**src/rtl/cortex_lb_pkg.sv**
```systemverilog
// Shared types and constants for the cortex_s to local-bus bridge.
package cortex_lb_pkg;

   typedef enum logic [1:0] {
      ST_IDLE,
      ST_ISSUE,
      ST_WAIT_RD,
      ST_RESP
   } state_t;

   typedef struct packed {
      logic        rd;
      logic [17:0] addr;
      logic [31:0] wdata;
   } cmd_t;

   localparam int          CMD_W          = 51;
   localparam logic [3:0]  INT_BLOCK_ID   = 4'hF;
   localparam logic [2:0]  REG_VERSION    = 3'd0;
   localparam logic [2:0]  REG_IRQ_STATUS = 3'd1;
   localparam logic [2:0]  REG_IRQ_MASK   = 3'd2;
   localparam logic [2:0]  REG_ERR        = 3'd3;
   localparam logic [2:0]  REG_TMO_CNT    = 3'd4;
   localparam logic [31:0] VERSION_VAL    = 32'h4C42_0001;
   localparam logic [31:0] TMO_DATA       = 32'hDEAD_BEEF;

endpackage

```
**src/rtl/cortex_lb_cmd_fifo.sv**
```systemverilog
// Synchronous command FIFO; a push into a full FIFO is accepted when a pop happens in the same cycle.
module cortex_lb_cmd_fifo #(
   parameter int WIDTH = 51,
   parameter int DEPTH = 8
) (
   input  logic             clk,
   input  logic             rst_n,
   input  logic             push,
   input  logic [WIDTH-1:0] push_data,
   input  logic             pop,
   output logic [WIDTH-1:0] pop_data,
   output logic             full,
   output logic             empty
);

   localparam int AW = $clog2(DEPTH);

   logic [WIDTH-1:0] mem [DEPTH];
   logic [AW:0]      wr_ptr;
   logic [AW:0]      rd_ptr;
   logic             do_push;
   logic             do_pop;

   assign empty    = (wr_ptr == rd_ptr);
   assign full     = (wr_ptr[AW] != rd_ptr[AW]) && (wr_ptr[AW-1:0] == rd_ptr[AW-1:0]);
   assign do_pop   = pop && !empty;
   assign do_push  = push && (!full || do_pop);
   assign pop_data = mem[rd_ptr[AW-1:0]];

   always_ff @(posedge clk or negedge rst_n) begin
      if (!rst_n) begin
         wr_ptr <= '0;
         rd_ptr <= '0;
      end else begin
         if (do_push) wr_ptr <= wr_ptr + 1'b1;
         if (do_pop)  rd_ptr <= rd_ptr + 1'b1;
      end
   end

   always_ff @(posedge clk) begin
      if (do_push) mem[wr_ptr[AW-1:0]] <= push_data;
   end

endmodule

```
**src/rtl/cortex_lb_bridge.sv**
```systemverilog
// Terminates the cortex_s Avalon-MM stream into a FIFO and replays it onto the local bus.
// Optional read-response timeout is enabled by defining CORTEX_LB_TIMEOUT_EN.
//
// state      | meaning
// -----------+-------------------------------------------------------
// ST_IDLE    | waiting for a command; pops the FIFO head when present
// ST_ISSUE   | drives the local-bus strobe or performs internal access
// ST_WAIT_RD | waiting for lb_rd_valid (or timeout when enabled)
// ST_RESP    | returns read data on readdatavalid for read commands
module cortex_lb_bridge
   import cortex_lb_pkg::*;
#(
   parameter int CMD_FIFO_DEPTH = 8,
   parameter int IRQ_W          = 8,
   parameter int RD_TIMEOUT     = 1023
) (
   input  logic             clk_100_clk,
   input  logic             reset_100_reset_n,
   input  logic [17:0]      cortex_s_address,
   input  logic             cortex_s_read,
   input  logic             cortex_s_write,
   input  logic [31:0]      cortex_s_writedata,
   output logic [31:0]      cortex_s_readdata,
   output logic             cortex_s_readdatavalid,
   output logic             cortex_irq_irq,
   output logic             lb_wr_en,
   output logic             lb_rd_en,
   output logic [17:0]      lb_addr,
   output logic [31:0]      lb_wr_data,
   input  logic             lb_rd_valid,
   input  logic [31:0]      lb_rd_data,
   input  logic [IRQ_W-1:0] irq_src
);

   state_t           state;
   state_t           state_nxt;
   cmd_t             push_cmd;
   cmd_t             head_cmd;
   cmd_t             cmd;
   logic             push;
   logic             pop;
   logic             fifo_full;
   logic             fifo_empty;
   logic             ovf_set;
   logic             is_int;
   logic             int_wr;
   logic [2:0]       off;
   logic             rd_valid_q;
   logic [31:0]      rd_data_q;
   logic [31:0]      resp_data;
   logic [31:0]      reg_rdata;
   logic [IRQ_W-1:0] irq_status;
   logic [IRQ_W-1:0] irq_mask;
   logic [IRQ_W-1:0] status_clr;
   logic             err_wr;
   logic             err_ovf;
`ifdef CORTEX_LB_TIMEOUT_EN
   logic             err_tmo;
   logic [15:0]      tmo_cnt;
   logic [15:0]      tmo_left;
   logic             tmo_hit;
`endif

   // A simultaneous read+write keeps the write and drops the read.
   assign push     = cortex_s_read | cortex_s_write;
   assign push_cmd = {cortex_s_read & ~cortex_s_write, cortex_s_address, cortex_s_writedata};
   assign ovf_set  = push & fifo_full & ~pop;

   cortex_lb_cmd_fifo #(
      .WIDTH (CMD_W),
      .DEPTH (CMD_FIFO_DEPTH)
   ) u_cmd_fifo (
      .clk       (clk_100_clk),
      .rst_n     (reset_100_reset_n),
      .push      (push),
      .push_data (push_cmd),
      .pop       (pop),
      .pop_data  (head_cmd),
      .full      (fifo_full),
      .empty     (fifo_empty)
   );

   assign is_int            = (cmd.addr[17:14] == INT_BLOCK_ID);
   assign off               = cmd.addr[2:0];
   assign int_wr            = (state == ST_ISSUE) && is_int && !cmd.rd;
   assign err_wr            = int_wr && (off == REG_ERR);
   assign status_clr        = (int_wr && off == REG_IRQ_STATUS) ? cmd.wdata[IRQ_W-1:0] : '0;
   assign lb_addr           = cmd.addr;
   assign lb_wr_data        = cmd.wdata;
   assign cortex_s_readdata = resp_data;

   always_comb begin
      state_nxt              = state;
      pop                    = 1'b0;
      lb_wr_en               = 1'b0;
      lb_rd_en               = 1'b0;
      cortex_s_readdatavalid = 1'b0;
`ifdef CORTEX_LB_TIMEOUT_EN
      tmo_hit                = 1'b0;
`endif
      case (state)
         ST_IDLE: begin
            if (!fifo_empty) begin
               pop       = 1'b1;
               state_nxt = ST_ISSUE;
            end
         end
         ST_ISSUE: begin
            if (is_int) begin
               state_nxt = ST_RESP;
            end else if (cmd.rd) begin
               lb_rd_en  = 1'b1;
               state_nxt = ST_WAIT_RD;
            end else begin
               lb_wr_en  = 1'b1;
               state_nxt = ST_IDLE;
            end
         end
         ST_WAIT_RD: begin
            if (rd_valid_q) begin
               state_nxt = ST_RESP;
            end
`ifdef CORTEX_LB_TIMEOUT_EN
            else if (tmo_left == 16'd0) begin
               tmo_hit   = 1'b1;
               state_nxt = ST_RESP;
            end
`endif
         end
         ST_RESP: begin
            cortex_s_readdatavalid = cmd.rd;
            state_nxt              = ST_IDLE;
         end
         default: state_nxt = ST_IDLE;
      endcase
   end

   // Local-bus response is registered, which gives the two-cycle valid-to-readdatavalid latency.
   always_ff @(posedge clk_100_clk or negedge reset_100_reset_n) begin
      if (!reset_100_reset_n) begin
         state      <= ST_IDLE;
         cmd        <= '0;
         rd_valid_q <= 1'b0;
         rd_data_q  <= '0;
         resp_data  <= '0;
      end else begin
         state      <= state_nxt;
         rd_valid_q <= lb_rd_valid && (state == ST_WAIT_RD);
         rd_data_q  <= lb_rd_data;
         if (pop) cmd <= head_cmd;
         if (state == ST_ISSUE && is_int) resp_data <= reg_rdata;
         else if (state == ST_WAIT_RD && rd_valid_q) resp_data <= rd_data_q;
`ifdef CORTEX_LB_TIMEOUT_EN
         else if (tmo_hit) resp_data <= TMO_DATA;
`endif
      end
   end

   always_ff @(posedge clk_100_clk or negedge reset_100_reset_n) begin
      if (!reset_100_reset_n) begin
         irq_status     <= '0;
         irq_mask       <= '0;
         err_ovf        <= 1'b0;
         cortex_irq_irq <= 1'b0;
      end else begin
         irq_status     <= (irq_status & ~status_clr) | irq_src;
         err_ovf        <= (err_ovf & ~(err_wr & cmd.wdata[0])) | ovf_set;
         cortex_irq_irq <= |(irq_status & irq_mask);
         if (int_wr && off == REG_IRQ_MASK) irq_mask <= cmd.wdata[IRQ_W-1:0];
      end
   end

`ifdef CORTEX_LB_TIMEOUT_EN
   always_ff @(posedge clk_100_clk or negedge reset_100_reset_n) begin
      if (!reset_100_reset_n) begin
         err_tmo  <= 1'b0;
         tmo_cnt  <= '0;
         tmo_left <= '0;
      end else begin
         err_tmo <= (err_tmo & ~(err_wr & cmd.wdata[1])) | tmo_hit;
         if (tmo_hit && tmo_cnt != 16'hFFFF) tmo_cnt <= tmo_cnt + 16'd1;
         if (state == ST_ISSUE) tmo_left <= 16'(RD_TIMEOUT - 1);
         else if (state == ST_WAIT_RD && tmo_left != 16'd0) tmo_left <= tmo_left - 16'd1;
      end
   end
`endif

   always_comb begin
      reg_rdata = '0;
      case (off)
         REG_VERSION:    reg_rdata = VERSION_VAL;
         REG_IRQ_STATUS: reg_rdata[IRQ_W-1:0] = irq_status;
         REG_IRQ_MASK:   reg_rdata[IRQ_W-1:0] = irq_mask;
         REG_ERR: begin
            reg_rdata[0] = err_ovf;
`ifdef CORTEX_LB_TIMEOUT_EN
            reg_rdata[1] = err_tmo;
`endif
         end
         REG_TMO_CNT: begin
`ifdef CORTEX_LB_TIMEOUT_EN
            reg_rdata[15:0] = tmo_cnt;
`endif
         end
         default: reg_rdata = '0;
      endcase
   end

endmodule

```
**config.mk**
```make
export PLATFORM = sky130hd
export DESIGN_NAME = cortex_lb_bridge
export DESIGN_NICKNAME = d
export VERILOG_FILES = /design/src/rtl/cortex_lb_pkg.sv /design/src/rtl/cortex_lb_cmd_fifo.sv /design/src/rtl/cortex_lb_bridge.sv
export SDC_FILE = /design/constraint.sdc
export NUM_CORES = 1
export LEC_CHECK = 0
export BUFFER_PORTS_ARGS = -buffer_cell sky130_fd_sc_hd__buf_2
export CORE_MARGIN = 5
export CORE_UTILIZATION = 31
export CTS_BUF_LIST = sky130_fd_sc_hd__clkbuf_4 sky130_fd_sc_hd__clkbuf_8 sky130_fd_sc_hd__clkbuf_16
export DETAILED_ROUTE_END_ITERATION = 7
export PLACE_DENSITY = 0.57
export SLEW_MARGIN = 10
export SYNTH_ARGS = -nofsm -noshare
export SYNTH_HDL_FRONTEND = slang
export SYNTH_SLANG_ARGS = --single-unit
```
**constraint.sdc**
```tcl
create_clock -name clk_100_clk -period 12.17 [get_ports clk_100_clk]
set_clock_uncertainty 0.1 [all_clocks]
set_input_delay 1.8255 -clock clk_100_clk [delete_from_list [all_inputs] [get_ports clk_100_clk]]
set_output_delay 1.8255 -clock clk_100_clk [all_outputs]
set_load 0.05 [all_outputs]
```
**Word level (Yosys, flattened, before mapping)**

Memories as Yosys holds them, arrays and structs flattened. A register that Yosys moved wholly into a read port is not among the register bits.
Index checks and enable logic that the tools add are counted.

- Reduce and logical (&&, ||, !) cells: 20
- Mux-type cells: 22
- Bitwise gates (word level): 14
- Eq/ne operators: 12
- Add/sub/neg operators: 2

Operators by type and width:

| kind | number |
|---|---|
| two-way mux 32 bit | 2 |
| two-way mux 23 bit | 1 |
| bitwise AND 8 bit | 2 |
| one-hot mux 7 bit (2 select lines) | 1 |
| two-way mux 1 bit | 11 |
| logical AND 1 bit | 10 |
| adder 4 x 1 -> 4 bit, second input constant | 2 |
| two-way mux 2 bit | 4 |
| two-way mux 8 bit | 1 |
| inverter 8 bit | 1 |
| bitwise OR 8 bit | 1 |
| one-hot mux 2 bit (4 select lines) | 1 |
| OR reduction 8 bit | 1 |
| == test 3 x 2 -> 1 bit, second input constant | 2 |
| bitwise AND 1 bit | 5 |
| == test 2 bit, second input constant | 2 |
| == test 4 bit | 1 |
| == test 4 bit, second input constant | 1 |
| zero test 1 bit | 4 |
| != test 2 bit, second input constant | 2 |
| one-hot mux 1 bit (4 select lines) | 1 |
| == test 3 x 1 -> 1 bit, second input constant | 1 |
| == test 3 bit | 1 |
| zero test 3 bit | 1 |
| 8 further kinds | 11 |

- Input port bits: 95
- Output and inout port bits: 86
- Logic and storage cells: 81
- Bits in registers: 93
- Bits in writable memories: 408
- Memories kept: 1

Memory list:

| name | words | bits a word | rd ports | clocked after Yosys merged registers in | wr ports | line | text |
|---|---|---|---|---|---|---|---|
| u_cmd_fifo.mem | 8 | 51 | 1 | 1 | 1 | cortex_lb_cmd_fifo.sv:18 | `logic [WIDTH-1:0] mem [DEPTH];` |

**Longest topological paths before layout**

Gate-level depths: netlist (run 1).

- Depth in word-level cells: 8
- Depth in mapped cells: 8
- Depth with buffers taken out: 4

**Hierarchy**

Synthesis (run 1) repeated with hierarchy kept, for this count alone.

- Cell total of the unflattened synthesis: 1077
- Area, all modules: 21373.0 µm²

Modules (own cells, without submodules):

| module | times used | area an instance (µm²) | cells each |
|---|---|---|---|
| cortex_lb_cmd_fifo | 1 | 15823.9 | 647 |
| cortex_lb_bridge | 1 | 5549.1 | 430 |

**Worst setup path before layout (run 1)**

No wires, ideal clock.

- Kind: input-to-reg
- Start: in cortex_s_write
- End: mem u_cmd_fifo.mem[0][0], enable pin
- Data arrival time: 6.975 ns
- Data required time: 11.484 ns
- Path slack: 4.509 ns
- Cell stages on the path: 3
- Setup time: 0.586 ns
- Cells stage by stage: or2_2 > o21ai_1 > nor4_1

- Cells in the longest elaborated chain, start to end: 4

Ends and longest elaborated chain:

| what | line | text |
|---|---|---|
| from (decl) | cortex_lb_bridge.sv:21 | `input logic cortex_s_write,` |
| bitwise OR 1 bit | cortex_lb_bridge.sv:65 | `assign push = cortex_s_read \| cortex_s_write;` |
| logical AND 1 bit | cortex_lb_cmd_fifo.sv:27 | `assign do_push = push && (!full \|\| do_pop);` |
| two-way mux 1 bit | cortex_lb_cmd_fifo.sv:41 | `if (do_push) mem[wr_ptr[AW-1:0]] <= push_data;` |
| two-way mux 1 bit (implied by the code) | cortex_lb_cmd_fifo.sv:41 |  |
| to (decl) | cortex_lb_cmd_fifo.sv:18 |  |

Every way passes these cells.

**Worst setup path after layout (run 1)**

- Start: reg state[0]
- End: out lb_wr_en

- Cells in the longest elaborated chain, start to end: 2

Ends and longest elaborated chain:

| what | line | text |
|---|---|---|
| from (decl) | cortex_lb_bridge.sv:35 | `state_t state;` |
| from (signal assigned) | cortex_lb_bridge.sv:147 | `state <= state_nxt;` |
| == test 2 x 1 -> 1 bit | cortex_lb_bridge.sv:101 | `case (state)` |
| two-way mux 1 bit | cortex_lb_bridge.sv:101 |  |
| to (decl) | cortex_lb_bridge.sv:26 | `output logic lb_wr_en,` |

Every way passes these cells.

==> impl_metrics.yaml, run 1 <==
outcome:
  run_status: "completed"
finish:
  drive_gt1_frac: 0.329
  fillerInstances: 6207
  finish.utilization: 0.364
  design_area_um2: 24500
  area.growth.synth_to_final_pct: 16.5
  final_net_count: 1370
clock_tree:
  clk-insertion-delay-late_ns: 0.61
  cts_inserted_buffers: 56
  post_cts.resized_instances: 0
  cts_setup_buffers: 0
  cts_hold_repair.buffers: 0
  cts.reportedPaths.clkPinSlew_ns: 0.06
  h-tree-depth: 2
  cts.root.buffer_cell: "sky130_fd_sc_hd__clkbuf_16"
  tritoncts: "done"
  clockBufferDepth: 3
  tritoncts_num_sinks: 552
drt:
  route.detailed.wl_per_inst_um: 20.6
  drt_drc_violations_left: 0
  antenna_left: 0
  dr.first_iter.drc_count: 567
  detailedRoute.firstPassIterationCount: 4
  totalWireLength_mm: 45.2
  vias_per_cell: 4.65
  met2WireLength_mm: 21.9
  number_of_vias_after_detailed_routing: 10200
  m1WireLength_mm: 19.5
  top_sig_layer: "met5"
  met3RoutedLength_mm: 2.77
place:
  dpl_cell_area_um2: 22600
  globalplace.congestion: 0.746
  dp_slack_ns: 7.87
  estimated_wirelength_of_the_detail_placed_design_mm: 27.5
  io_buffers: 180
power_and_ir_drop:
  power.combinational.fraction: 0.316
  report.power.total_uw: 6560
  switchingPower_uw: 2310
  power.static_leakage_uw: 0.00888
  power_per_cell_area_nw_per_um2: 268
  fraction_of_power_consumed_by_sequential_logic: 0.426
  sw_frac_of_total: 0.352
  vdd_drop_max_mv: 0.164
  power_report.internal_total_uw: 4250
  clockPowerShare: 0.257
logic_synthesis:
  synth_warn: 0
  postSynthAreaPerCell_um2: 18.7
  synth_top_area_frac: 0.583
  postSynth.topFlopCell: "sky130_fd_sc_hd__edfxtp_1"
  ys_ff_latch: 552
  synth-seq-area-share: 0.755
  syn-num-nets: 1220
  post_synth_num_cell_types: 44
  synth_edf_count: 408
  post_synth_instance_area_um2: 21000
  async_reset_ff_frac: 0.261
  post_synth_main_area_contributors: "sky130_fd_sc_hd__edfxtp_1 58%, sky130_fd_sc_hd__dfrtp_1 17%, sky130_fd_sc_hd__mux4_2 11%"
  synth_top_area_cell: "sky130_fd_sc_hd__edfxtp_1"
  synth_cells: 1123
sta:
  timing_worst_slew_pin_value_ns: 1.07
  max_freq_ghz: 0.273
  timing.final.setup_violations: 0
  post-route-min-period_ns: 3.67
  postLayoutSetupSlackWorst_ns: 8.50
  slew_headroom: 0.288
  grt_setup_unrepaired: "no"
  timing.setup.tns_ns: 0
  number_of_pins_with_negative_max_slew_slack_in_the_final_report: 0
  final_worst_path_cycle_share: 0.301
  timing_hold_violations_final: 0
grt:
  first_pass_grt_wire_length_mm: 68.9
  grt_overflow_total: 0
  gr-usage-all-layers: 0.122
  number_of_antenna_violations_at_the_first_check_in_global_routing: 13
  via_count_of_the_first_global_routing_pass: 10900
  grt_max_degree: 107
critical_path:
  setup.worst_path.start_class: "flop"
  maximum_fanout_along_the_worst_path: 6
  timing.critical_path.required_ns: 10.24
  timing_worst_setup_path_type: "flop to primary output"
  end_kind: "primary output"
  worst-endpoint-arrival_ns: 1.74
hold_path:
  hold_path_class: "flop to flop"
floorplan:
  row_count: 95
  effective_utilization_at_floorplan: 0.313
  io_pins: 181
  die_y_um: 270
  design.die.area_um2: 73100
  die_width_um: 270
  coreArea_um2: 67200
run:
  max-cap-violations: 0
[metrics by stage]
stage               hold WS, ns  instances
global placement          0.364       2088
finish                    0.370       2199
global route              0.394       2194
floorplan                 0.351       1123
detailed placement        0.366       2088
CTS                       0.379       2194
[worst paths after layout]
| kind | cells past startpoint | startpoint | slack (ns) | end |
|---|---|---|---|---|
| max | 4 | state[0] | 8.50 | lb_wr_en |
| min | 2 | lb_addr[10] | 0.37 | lb_addr[10] |
| max reg2reg | 5 | u_cmd_fifo.rd_ptr[1] | 8.62 | u_cmd_fifo.mem[5][17] |
| min reg2reg | 2 | lb_addr[10] | 0.37 | lb_addr[10] |
| max in group asynchronous | 2 | reset_100_reset_n | 9.32 | cortex_s_readdata[31] |
| min in group asynchronous | 1 | reset_100_reset_n | 1.14 | cortex_s_readdata[15] |
[power groups by stage]
stage | logic [µW] | registers [µW] | clock network, µW
final | 2080 | 2800 | 1690
after global routing | 2260 | 2860 | 1820
after CTS | 2140 | 2810 | 1740
after detailed placement | 2140 | 2850 | 0
after global placement | 2120 | 2830 | 0
after floorplan | 1590 | 2880 | 0
[area by class of cell]
type	count	area [µm²]	area share
Antenna cell	5	12.5	0.000511
Clock buffer	88	1700	0.0696
Clock inverter	18	149	0.00609
Inverter	3	11.3	0.000460
Multi-Input combinational cell	460	4570	0.187
Sequential cell	552	15900	0.649
Tap cell	873	1090	0.0446
Timing Repair Buffer	200	1060	0.0432
[flip-flops by register name, summed over array words and instances, names as in the netlist, named ones only]
signal             cells
cortex_irq_irq         1
u_cmd_fifo.mem       408
rd_data_q             32
irq_status             8
u_cmd_fifo.wr_ptr      4
lb_addr               18
cortex_s_readdata     32
rd_valid_q             1
irq_mask               8
cmd                    1
err_ovf                1
state                  1
lb_wr_data            32
u_cmd_fifo.rd_ptr      4
[worst max-delay path: stages, from the launching register on]
cell and delay (ns):
sky130_fd_sc_hd__dfrtp_1 0.45, sky130_fd_sc_hd__nor2b_1 0.23, sky130_fd_sc_hd__nand2_1 0.08, sky130_fd_sc_hd__nor2_1 0.09, sky130_fd_sc_hd__buf_2 0.29
[routing by layer]
metal | up-vias | GRT usage
met5 | - | 0
met1 | 5295 | 0.161
li1 | 4609 | -
met3 | 75 | 0.0322
met2 | 243 | 0.202
met4 | 10 | 0.0345
[Yosys cell counts (3+ instances only)]
master / count
sky130_fd_sc_hd__edfxtp_1: 408
sky130_fd_sc_hd__dfrtp_1: 144
sky130_fd_sc_hd__nand2_1: 115
sky130_fd_sc_hd__mux4_2: 102
sky130_fd_sc_hd__mux2i_1: 59
sky130_fd_sc_hd__o21ai_0: 59
sky130_fd_sc_hd__buf_4: 51
sky130_fd_sc_hd__clkbuf_1: 24
sky130_fd_sc_hd__buf_2: 23
sky130_fd_sc_hd__a21oi_1: 21
sky130_fd_sc_hd__a22oi_1: 11
sky130_fd_sc_hd__mux2_2: 10
sky130_fd_sc_hd__a21o_1: 8
sky130_fd_sc_hd__nor2_1: 8
sky130_fd_sc_hd__buf_1: 7
sky130_fd_sc_hd__or3_1: 7
sky130_fd_sc_hd__xnor2_1: 7
sky130_fd_sc_hd__a31oi_1: 6
sky130_fd_sc_hd__nor3_1: 5
sky130_fd_sc_hd__nand3_1: 4
sky130_fd_sc_hd__nor2b_1: 4
sky130_fd_sc_hd__xor2_1: 4
sky130_fd_sc_hd__and2_1: 3
sky130_fd_sc_hd__and3_1: 3
sky130_fd_sc_hd__inv_1: 3
sky130_fd_sc_hd__or2_2: 3
[layout by cell type (no fill, tap or decap), drive strengths merged, types with 3 or more instances in the layout]
cell	n
nand3	4
nand2b	3
edfxtp	408
nor3	5
mux4	102
and3	3
and2	3
clkbuf	88
or2	4
a21oi	21
clkinv	12
nor2b	4
o21ai	60
mux2i	59
a22oi	11
buf	200
a21o	8
or3	7
diode	5
xor2	4
xnor2	7
mux2	10
dfrtp	144
nor2	8
nand4	3
nand2	115
a31oi	6
inv	6
[cell families after synthesis]
| logic type | after synthesis | synth area share |
|---|---|---|
| compound gates | 112 | 0.0302 |
| xor+xnor | 11 | 0.00459 |
| fa+ha+maj | 2 | 0.00119 |
| buf+inv | 111 | 0.0308 |
| flops | 552 | 0.755 |
| mux | 171 | 0.143 |
| simple gates | 164 | 0.0356 |
Note: power is estimated with default switching activity, not from simulation.
==> run 2: changes to the inputs <==
Clock period 12.17 ns to 3.5 ns, I/O delays scaled along.
==> impl_metrics.yaml, run 2 (synthesized netlist as in run 1, its figures left out) <==
outcome:
  run_status: "completed"
drt:
  detailedRoute.firstPassIterationCount: 5
  vias_per_cell: 4.67
  route.detailed.wl_per_inst_um: 21.0
  antenna_left: 0
  drt_drc_violations_left: 0
  number_of_vias_after_detailed_routing: 10500
  totalWireLength_mm: 47.0
  dr.first_iter.drc_count: 558
power_and_ir_drop:
  power.static_leakage_uw: 0.00912
  vdd_drop_max_mv: 0.712
  power_per_cell_area_nw_per_um2: 930
finish:
  layout_common_cells: "408 x sky130_fd_sc_hd__edfxtp_1, 179 x sky130_fd_sc_hd__buf_2, 141 x sky130_fd_sc_hd__dfrtp_1, 115 x sky130_fd_sc_hd__nand2_1, 102 x sky130_fd_sc_hd__mux4_2"
  layout.cells.most_common: "sky130_fd_sc_hd__edfxtp_1"
  finalNonFillerCells: 2242
  final_net_count: 1416
  area.growth.synth_to_final_pct: 19.5
  largest_register_ffs: 408
  design_area_um2: 25100
  fillerInstances: 6138
  drive_gt1_frac: 0.316
floorplan:
  io_pins: 181
  coreArea_um2: 67200
  effective_utilization_at_floorplan: 0.313
  design.die.area_um2: 73100
  die_width_um: 270
  die_y_um: 270
  row_count: 95
sta:
  number_of_pins_with_negative_max_slew_slack_in_the_final_report: 0
  max_freq_ghz: 0.351
  final_worst_path_cycle_share: 0.813
  whs_ns: 0.0790
  timing_worst_slew_pin_value_ns: 1.20
  grt_setup_unrepaired: "no"
  slew_headroom: 0.198
  timing_hold_violations_final: 0
  timing.setup.tns_ns: 0
  timing.final.setup_violations: 0
  post-route-min-period_ns: 2.85
critical_path:
  setup.worst_path.start_class: "flop"
  end_kind: "flop"
  timing.critical_path.required_ns: 3.70
  timing.reg2reg.setup_slack_ns: 0.65
  worst-endpoint-arrival_ns: 3.04
  maximum_fanout_along_the_worst_path: 27
  path_cells: "xnor2_1, nand3_1, o211ai_1, nor2_4, buf_12"
  worst_path_cell_with_the_longest_stage_delay: "sky130_fd_sc_hd__nor2_4"
  cp_slowest_stage_delay_ns: 0.85
  timing_worst_setup_path_type: "flop to flop"
clock_tree:
  cts.root.buffer_cell: "sky130_fd_sc_hd__clkbuf_16"
  clockBufferDepth: 3
  cts.reportedPaths.clkPinSlew_ns: 0.06
  cts_inserted_buffers: 56
  clk-insertion-delay-late_ns: 0.62
  h-tree-depth: 2
  cts_setup_buffers: 0
  post_cts.resized_instances: 0
  tritoncts: "done"
  cts_hold_repair.buffers: 42
  tritoncts_num_sinks: 552
place:
  dpl_cell_area_um2: 22700
  globalplace.congestion: 0.757
  placed_cells: 2092
  io_buffers: 180
  estimated_wirelength_of_the_detail_placed_design_mm: 27.5
grt:
  groute.layer.met1.usage: 0.162
  gr-usage-all-layers: 0.127
  number_of_antenna_violations_at_the_first_check_in_global_routing: 15
  grt.busiest_layer: "met2"
  groute.layer.met2.usage: 0.212
  first_pass_grt_wire_length_mm: 71.7
  grt_max_degree: 106
  grt_overflow_total: 0
  via_count_of_the_first_global_routing_pass: 11200
  grt.met3_usage: 0.0399
hold_path:
  hold_path_class: "primary input to flop"
run:
  max-cap-violations: 0
==> run 2: per-stage QoR <==
step | setup WS [ns] | power (µW) | utilization
final | 0.654 | 23300 | 0.374
after global routing | 0.458 | 24600 | 0.374
after CTS | 0.575 | 23800 | 0.374
after detailed placement | 0.600 | 17500 | 0.339
after global placement | 0.635 | 17400 | 0.339
after floorplan | -0.285 | 15500 | -
==> run 2: final timing paths <==
path	to	start	cells past startpoint
setup / recovery	u_cmd_fifo.mem[5][6]	u_cmd_fifo.wr_ptr[2]	5
hold / removal	u_cmd_fifo.mem[6][49]	cortex_s_address[17]	1
setup reg to reg	u_cmd_fifo.mem[5][6]	u_cmd_fifo.wr_ptr[2]	5
hold reg to reg	lb_addr[4]	lb_addr[4]	2
max in group asynchronous	lb_addr[8]	reset_100_reset_n	3
min in group asynchronous	rd_data_q[14]	reset_100_reset_n	2
==> run 2: final cells by class <==
type / instances / area, µm² / share of cell area
Antenna cell: 3 / 7.51 / 0.000299
Clock buffer: 72 / 1540 / 0.0614
Clock inverter: 33 / 400 / 0.0159
Inverter: 3 / 11.3 / 0.000449
Multi-Input combinational cell: 460 / 4600 / 0.183
Sequential cell: 552 / 15900 / 0.632
Tap cell: 873 / 1090 / 0.0435
Timing Repair Buffer: 246 / 1580 / 0.0630
==> run 2: power by group <==
group	internal, µW	total, µW	switching [µW]
Sequential	8790	9440	651
Clock	3650	6160	2510
Combinational	2690	7740	5060
Total	15100	23300	8220
==> run 2: worst max-delay path, delay by kind of cell, from the launching register on <==
kind                      cells  cell delay (ns)
buffers and inverters         1             0.31
xor gates and xnor gates      1             0.18
DFF                           1             0.58
AOI/OAI and AO/OA             1             0.29
and+or+nand+nor               2             1.04
==> run 2: routing by layer <==
layer / share of wire / wire (µm)
met1: 0.42 / 19700
met2: 0.49 / 22900
met3: 0.070 / 3300
met4: 0.021 / 987
met5: 0.0024 / 113
==> run 3: changes to the inputs <==
Settings changed: PLACE_DENSITY 0.57 to 0.59.
Clock period 3.5 ns to 2.55 ns, I/O delays scaled along.
==> impl_metrics.yaml, run 3 (synthesized netlist as in run 1, its figures left out) <==
clock_tree:
  cts_hold_repair.buffers: 92
  clk-insertion-delay-late_ns: 0.61
  cts.root.buffer_cell: "sky130_fd_sc_hd__clkbuf_16"
  cts_setup_buffers: 0
  tritoncts_num_sinks: 552
  tritoncts: "done"
  h-tree-depth: 2
  clockBufferDepth: 3
  cts_inserted_buffers: 53
  cts.reportedPaths.clkPinSlew_ns: 0.06
  post_cts.resized_instances: 0
critical_path:
  timing_worst_setup_path_type: "flop to primary output"
  timing.reg2reg.setup_slack_ns: 0.27
  endpoint: "lb_wr_en"
  worst-r2r-cell-count: 5
  worst-endpoint-arrival_ns: 1.80
  r2r_end: "u_cmd_fifo.mem[3][34]"
  setup.worst_path.start_class: "flop"
  end_kind: "primary output"
  maximum_fanout_along_the_worst_path: 6
  launching_instance_or_port_of_the_critical_path: "state[0]"
  timing.critical_path.required_ns: 2.07
  critical_path.reg2reg.startpoint: "u_cmd_fifo.rd_ptr[0]"
floorplan:
  die_y_um: 270
  effective_utilization_at_floorplan: 0.313
  design.die.area_um2: 73100
  io_pins: 181
  die_width_um: 270
  row_count: 95
  coreArea_um2: 67200
power_and_ir_drop:
  clockPowerShare: 0.246
  switchingPower_uw: 11300
  vdd_drop_max_mv: 0.921
  power.static_leakage_uw: 0.00938
  report.power.total_uw: 31800
  power_report.internal_total_uw: 20500
  fraction_of_power_consumed_by_sequential_logic: 0.408
  sw_frac_of_total: 0.355
  power.combinational.fraction: 0.346
  power_per_cell_area_nw_per_um2: 1240
outcome:
  run_status: "completed"
finish:
  fillerInstances: 6071
  area.growth.synth_to_final_pct: 22.4
  layout_common_cells: "408 x sky130_fd_sc_hd__edfxtp_1, 179 x sky130_fd_sc_hd__buf_2, 141 x sky130_fd_sc_hd__dfrtp_1, 114 x sky130_fd_sc_hd__nand2_1, 102 x sky130_fd_sc_hd__mux4_2"
  multiInputGateArea_um2: 4670
  largest_register_ffs: 408
  drive_gt1_frac: 0.311
  final_net_count: 1476
  layout.cells.most_common: "sky130_fd_sc_hd__edfxtp_1"
  seq_area_um2: 15900
sta:
  timing_worst_slew_pin_value_ns: 0.705
  number_of_pins_with_negative_max_slew_slack_in_the_final_report: 0
  timing_hold_violations_final: 0
  max_freq_ghz: 0.438
  final_worst_path_cycle_share: 0.896
  grt_setup_unrepaired: "no"
  postLayoutSetupSlackWorst_ns: 0.265
  post-route-min-period_ns: 2.28
  slew_headroom: 0.528
  timing.final.setup_violations: 0
  whs_ns: 0.0887
drt:
  antenna_left: 0
  number_of_vias_after_detailed_routing: 10600
  detailedRoute.firstPassIterationCount: 5
  drt_drc_violations_left: 0
  totalWireLength_mm: 46.9
  route.detailed.wl_per_inst_um: 20.4
  dr.first_iter.drc_count: 562
  vias_per_cell: 4.62
grt:
  gr-usage-all-layers: 0.128
  via_count_of_the_first_global_routing_pass: 11400
  grt_overflow_total: 0
  first_pass_grt_wire_length_mm: 71.8
  grt_max_degree: 106
  number_of_antenna_violations_at_the_first_check_in_global_routing: 8
place:
  estimated_wirelength_of_the_detail_placed_design_mm: 28.5
  io_buffers: 180
  globalplace.congestion: 0.764
  dp_slack_ns: 0.285
hold_path:
  hold_path_class: "primary input to flop"
run:
  max-cap-violations: 0
-- run 3: changes by cell type in the layout (fill, tap and decap cells not counted), sizes merged --
cell         before  now
dlygate4sd3      42   92
buf             204  217
clkbuf           72   65
clkinv           19   26
bufinv            7    4
clkinvlp          4    2
-- run 3: worst min path at each step --
| stage | depth (start not counted) | end | slack, ns | from |
|---|---|---|---|---|
| after CTS | 2 | u_cmd_fifo.mem[5][50] | 0.02 | cortex_s_write |
| after detailed placement | 1 | cortex_s_readdata[8] | 0.24 | reset_100_reset_n |
| after global placement | 1 | cortex_s_readdata[12] | 0.24 | reset_100_reset_n |
| final | 2 | u_cmd_fifo.mem[4][50] | 0.09 | cortex_s_write |
| after floorplan | 0 | async pin | -0.01 | reset_100_reset_n |
| after global routing | 2 | u_cmd_fifo.mem[1][50] | 0.06 | cortex_s_write |
-- run 3: cell type report --
class	instances	share of cell area
inverter	3	0.000438
clock buffer	65	0.0563
timing repair buffer	309	0.0892
clock inverter	35	0.0123
sequential	552	0.617
antenna	3	0.000292
tap	873	0.0425
multi-input combinational	460	0.182
-- run 3: critical path, stage by stage, from the launching register on --
cell                      delay (ns)
sky130_fd_sc_hd__dfrtp_1        0.45
sky130_fd_sc_hd__nor2b_1        0.26
sky130_fd_sc_hd__nand2_1        0.08
sky130_fd_sc_hd__nor2_1         0.10
sky130_fd_sc_hd__buf_2          0.31
-- run 3: metrics by stage --
stage | instance area (µm²) | setup TNS, ns | util | cells
5_1_grt | 25700 | 0 | 0.383 | 2297
4_1_cts | 25700 | 0 | 0.383 | 2297
3_3_place_gp | 23000 | 0 | 0.343 | 2105
3_5_place_dp | 23000 | 0 | 0.343 | 2105
2_1_floorplan | 21200 | -68.65 | - | 1123
6_report | 25700 | 0 | 0.383 | 2300
-- run 3: routing by layer --
metal | part of all wire | GRT usage | up-vias | wire [µm]
met3 | 0.056 | 0.0325 | 66 | 2630
li1 | - | - | 4812 | -
met5 | 0.0015 | 0 | - | 69
met1 | 0.43 | 0.167 | 5483 | 20100
met4 | 0.017 | 0.0298 | 10 | 789
met2 | 0.50 | 0.215 | 263 | 23300
-- run 3: power by group through the flow --
stage | logic (µW) | clock network (µW) | registers, µW
after floorplan | 7900 | 0 | 13600
after global routing | 11900 | 8480 | 13200
after detailed placement | 11200 | 0 | 13200
after global placement | 11100 | 0 | 13100
final | 11000 | 7830 | 13000
after CTS | 11300 | 8090 | 13000
